### src/rtl/rr_pkt_mux.sv
// rr_pkt_mux: N-source round-robin packet multiplexer with one registered
// output stage. A winner is chosen in IDLE, locked for the whole packet
// (until its s_last beat is accepted), and only then does priority rotate
// past it. One arbitration bubble is spent per packet.
//
// Ports:
//   clk, rst          clock, asynchronous active-high reset
//   s_valid/s_last    per-source beat valid / last-beat flag
//   s_data            source i data at [i*DW +: DW]
//   s_ready           per-source accept, only the lock owner can be ready
//   m_valid/m_data/m_last/m_src  registered output beat and its source ID
//   m_ready           downstream accept
//   gnt               registered one-hot owner, zero when idle

// Per-source ready: only the owner, and only while the output can take a beat.
module rr_pkt_mux_lane #(
  parameter int IW  = 3,
  parameter int IDX = 0
) (
  input  logic          locked,
  input  logic [IW-1:0] sel,
  input  logic          out_free,
  output logic          ready
);
  assign ready = locked && (sel == IW'(IDX)) && out_free;
endmodule

module rr_pkt_mux #(
  parameter int N  = 8,
  parameter int DW = 32,
  parameter int IW = $clog2(N)
) (
  input  logic          clk,
  input  logic          rst,
  input  logic [N-1:0]    s_valid,
  input  logic [N*DW-1:0] s_data,
  input  logic [N-1:0]    s_last,
  output logic [N-1:0]    s_ready,
  output logic            m_valid,
  output logic [DW-1:0]   m_data,
  output logic            m_last,
  output logic [IW-1:0]   m_src,
  input  logic            m_ready,
  output logic [N-1:0]    gnt
);
  localparam logic [0:0] IDLE = 1'b0;
  localparam logic [0:0] LOCK = 1'b1;
  localparam logic [N-1:0] ONE = {{(N-1){1'b0}}, 1'b1};

  logic [0:0]           state;
  logic [N-1:0]         pri;
  logic [IW-1:0]        sel, win, pidx, sel_inc;
  logic                 any_req, out_free, locked, s_hs, s_end;
  logic [N-1:0][DW-1:0] data_v;
  int                   idx;

  assign data_v = s_data;

  // Winner: first requester at or above pri's position, wrapping N-1 -> 0.
  always_comb begin
    pidx    = '0;
    win     = '0;
    any_req = 1'b0;
    idx     = 0;
    for (int i = 0; i < N; i++)
      if (pri[i]) pidx = IW'(i);
    for (int k = 0; k < N; k++) begin
      idx = int'(pidx) + k;
      if (idx >= N) idx = idx - N;
      if (!any_req && s_valid[idx]) begin
        win     = IW'(idx);
        any_req = 1'b1;
      end
    end
  end

  assign sel_inc  = (sel == IW'(N-1)) ? '0 : sel + 1'b1;
  assign out_free = !m_valid || m_ready;
  assign locked   = (state == LOCK);
  assign s_hs     = locked && s_valid[sel] && out_free;
  assign s_end    = s_hs && s_last[sel];

  // s_ready depends only on state/sel/output occupancy, never on s_valid.
  for (genvar g = 0; g < N; g++) begin : g_lane
    rr_pkt_mux_lane #(.IW(IW), .IDX(g)) u_lane (
      .locked   (locked),
      .sel      (sel),
      .out_free (out_free),
      .ready    (s_ready[g])
    );
  end

  // Arbitration / lock. Priority moves only when a packet ends.
  always_ff @(posedge clk or posedge rst) begin
    if (rst) begin
      state <= IDLE;
      pri   <= ONE;
      sel   <= '0;
      gnt   <= '0;
    end else begin
      case (state)
        IDLE: if (any_req) begin
          state <= LOCK;
          sel   <= win;
          gnt   <= ONE << win;
        end
        LOCK: if (s_end) begin
          state <= IDLE;
          gnt   <= '0;
          pri   <= ONE << sel_inc;
        end
        default: state <= IDLE;
      endcase
    end
  end

  // Output register: load on source handshake (also when draining the
  // current beat the same cycle), otherwise drop valid once accepted.
  always_ff @(posedge clk or posedge rst) begin
    if (rst) begin
      m_valid <= 1'b0;
      m_data  <= '0;
      m_last  <= 1'b0;
      m_src   <= '0;
    end else if (s_hs) begin
      m_valid <= 1'b1;
      m_data  <= data_v[sel];
      m_last  <= s_last[sel];
      m_src   <= sel;
    end else if (m_ready) begin
      m_valid <= 1'b0;
    end
  end
endmodule

### config.mk
export PLATFORM = sky130hd
export DESIGN_NAME = rr_pkt_mux
export DESIGN_NICKNAME = d
export VERILOG_FILES = /design/src/rtl/rr_pkt_mux.sv
export SDC_FILE = /design/constraint.sdc
export NUM_CORES = 1
export LEC_CHECK = 0
export BUFFER_PORTS_ARGS = -buffer_cell sky130_fd_sc_hd__buf_2
export CAP_MARGIN = 0
export CORE_AREA = 5 5 126 128
export CTS_BUF_LIST = sky130_fd_sc_hd__clkbuf_2
export DETAILED_ROUTE_END_ITERATION = 8
export DIE_AREA = 0 0 131 133
export GPL_ROUTABILITY_DRIVEN = 0
export PLACE_DENSITY = 0.78
export SLEW_MARGIN = 10
export SYNTH_ARGS = -nofsm -noshare
export SYNTH_HDL_FRONTEND = slang
export SYNTH_SLANG_ARGS = --single-unit
### constraint.sdc
create_clock -name clk -period 10.4 [get_ports clk]
set_input_delay 2.08 -clock clk [delete_from_list [all_inputs] [get_ports clk]]
set_output_delay 2.08 -clock clk [all_outputs]
set_load 0.1 [all_outputs]
==> flow_summary.toml <==
[clock_network]
cts_root_buffer = "clkbuf_2"
h-tree-depth = 2
clk-insertion-delay-late_ps = 520
cts_inserted_buffers = 5
clkSinkCount = 56
path_clk_slew_ps = 270
cts_buffer_depth = 2
cts_tree = "built"
cts_setup_buffers = 0
postCtsHoldBufs = 0
cts_resized = 0

[synthesis]
yosys.cell_count.top_type = "mux4_2"
synth_ff_type = "dfrtp_1"
syn_avg_cell_area_um2 = 10.77
netlist_instances = 497
yosys-top-cells-count = "70 x mux4_2, 65 x nand2_1, 56 x dfrtp_1, 48 x o21ai_0, 36 x mux2i_1"
synth_top_cell_by_area = "mux4_2"
ys_seq_area_frac = 0.2619
async_flop_share = 1.000
synth_enable_flop_cells = 0
synth-seq-cells = 56
ys_types = 66
yosysTopAreaCellShare = 0.2946
syn_area_um2 = 5351
synth_area_leaders = "mux4_2 29%, dfrtp_1 26%, mux2i_1 6.7%"
syn_nets = 780
synth_warnings = 0

[pwr]
ir_drop_mv = 0.1759
power_w = 0.003148
static-leakage-power_nw = 3.530
power_density_nw_per_um2 = 439.0

[min_path]
min_to = "m_data[3]"
min_delay_path_depth = 2
worstHoldStart = "m_data[3]"
hold_class = "reg -> reg"

[floorplanning]
start_util = 0.3628
dieHeight_um = 133
fp.dieW_um = 131
num_rows = 45
core_um2 = 14750
die_area_um2 = 17420
boundaryPins = 328

[timing]
post-route-min-period_ps = 5313
skew_ps = 25.42
fmax_ghz = 0.1882
rsz0062_at_grt = "false"
final_hold_viol_count = 0
setup_violations = 0
tightest_slew_ps = 930.4
relSlewSlack = 0.3798
period_share = 0.5109
drv_slew = 0
setup_tns_ps = 0
holdWs_ps = 513.1
setup_slack_ps = 5087

[setup_path]
r2r_start = "pri[7]"
required_ps = 8320
worstRegToRegCells = 12
crit_path_max_fanout = 6
r2r_slack_ps = 6310
r2r-end = "gnt[4]"
endpoint_kind = "output pin"
cp.arrival_ps = 3230
worstSetupPathType = "in -> out"
cp-start-kind = "primary input"

[cells_and_area]
drive_gt1_frac = 0.5498
area_growth_syn_to_layout_pct = 34.02
nets = 1075
stdcell_count = 989

[global_route]
grtUsageTotal = 0.2313
grt_pass1_vias = 5675
antenna_found_initial = 8
grt_pass1_wl_um = 31020
overflow = 0
grt_start_max_net_pins = 72

[route]
wl_per_cell_um = 21.07
drtIter0Drc = 412
drc = 0
detail_route.vias_per_cell = 5.652
finalWirelength_um = 20840
vias = 5590
firstDrtPassIters = 8
ant_nets = 0

[placed_design]
portBuffers = 327
dp_hpwl_um = 16810
pre_cts_slack_ps = 5095
dp.cells = 973

[run_status]
status = "finished clean"

[run]
drv_cap = 0
[flip-flops by register name (all words and copies together), names as in the netlist]
name / count
m_last: 1
locked: 1
sel: 3
gnt: 8
m_valid: 1
m_src: 3
pri: 7
m_data: 32
[metal layers]
metal  part of all wire  track usage  vias to the layer above
met3              0.083      0.05087                       29
met2               0.51       0.3916                      303
met5            0.00062            0                        -
li1                   -            -                     2530
met4              0.021      0.07257                        2
met1               0.38       0.2916                     2726
[how the worst max path moves through the flow]
stage / start / to / slack, ps / cells past startpoint
after floorplan: m_ready / s_ready[0] / 5440 / 4
after CTS: sel[1] / s_ready[1] / 5030 / 5
after global placement: m_ready / s_ready[4] / 5120 / 5
final: m_ready / s_ready[4] / 5090 / 5
after detailed placement: m_ready / s_ready[4] / 5100 / 5
after global routing: sel[1] / s_ready[1] / 4910 / 5
[cells by family (layout without fill, tap and decap cells)]
group / count (synthesis) / count (layout) / share of synthesized area
other cells: 0 / 8 / 0
xor+xnor: 3 / 3 / 0.004911
simple gates: 139 / 139 / 0.1321
fa+ha+maj: 8 / 8 / 0.01871
buf+inv: 60 / 356 / 0.05167
flops: 56 / 56 / 0.2619
mux: 109 / 109 / 0.3704
compound gates: 122 / 122 / 0.1604
[layout by cell type, fill, tap and decap left out, types with 3 or more instances in the layout]
master    count
a211o_1       3
a21oi_1      13
a22oi_1       3
a31oi_1       3
a32o_1        5
and2_1        7
and3_1       12
buf_2       327
buf_4         6
clkbuf_2      6
dfrtp_1      53
diode_2       8
ha_1          8
inv_1        13
mux2i_1      36
mux4_2       70
nand2_1      65
nand2b_1      6
nand3_1       6
nor2_1       17
nor2_2        4
nor2b_1       6
nor3_1        3
o211ai_1      3
o21a_1        3
o21ai_0      48
o22ai_1       6
o31ai_1       5
o32ai_1       4
o41ai_1       3
[critical path, cell delays in order]
cell and delay (ps):
buf_2 70, nand2b_1 210, and2_1 260, and3_1 180
buf_2 430
[report_power, final]
part | total, W | internal [W] | switching (W)
logic | 0.00255 | 0.000886 | 0.00167
clock network | 0.000141 | 0.0000654 | 0.0000760
registers | 0.000455 | 0.000316 | 0.000139
[stage by stage]
| stage | utilization | cell area [µm²] |
|---|---|---|
| 6_report | 0.4862 | 7172 |
| 2_1_floorplan | - | 5351 |
| 4_1_cts | 0.4848 | 7152 |
| 3_3_place_gp | 0.4787 | 7062 |
| 3_5_place_dp | 0.4787 | 7062 |
| 5_1_grt | 0.4860 | 7169 |
[final cells by class]
cell class / count / area (µm²)
fill: 1424 / 7580
timing repair buffer: 333 / 1682
antenna: 8 / 20.02
multi-input combinational: 381 / 3679
inverter: 15 / 58.81
clock buffer: 6 / 30.03
clock inverter: 2 / 60.06
sequential: 56 / 1408
tap: 188 / 235.2
Power figures use the tool's default switching activity.
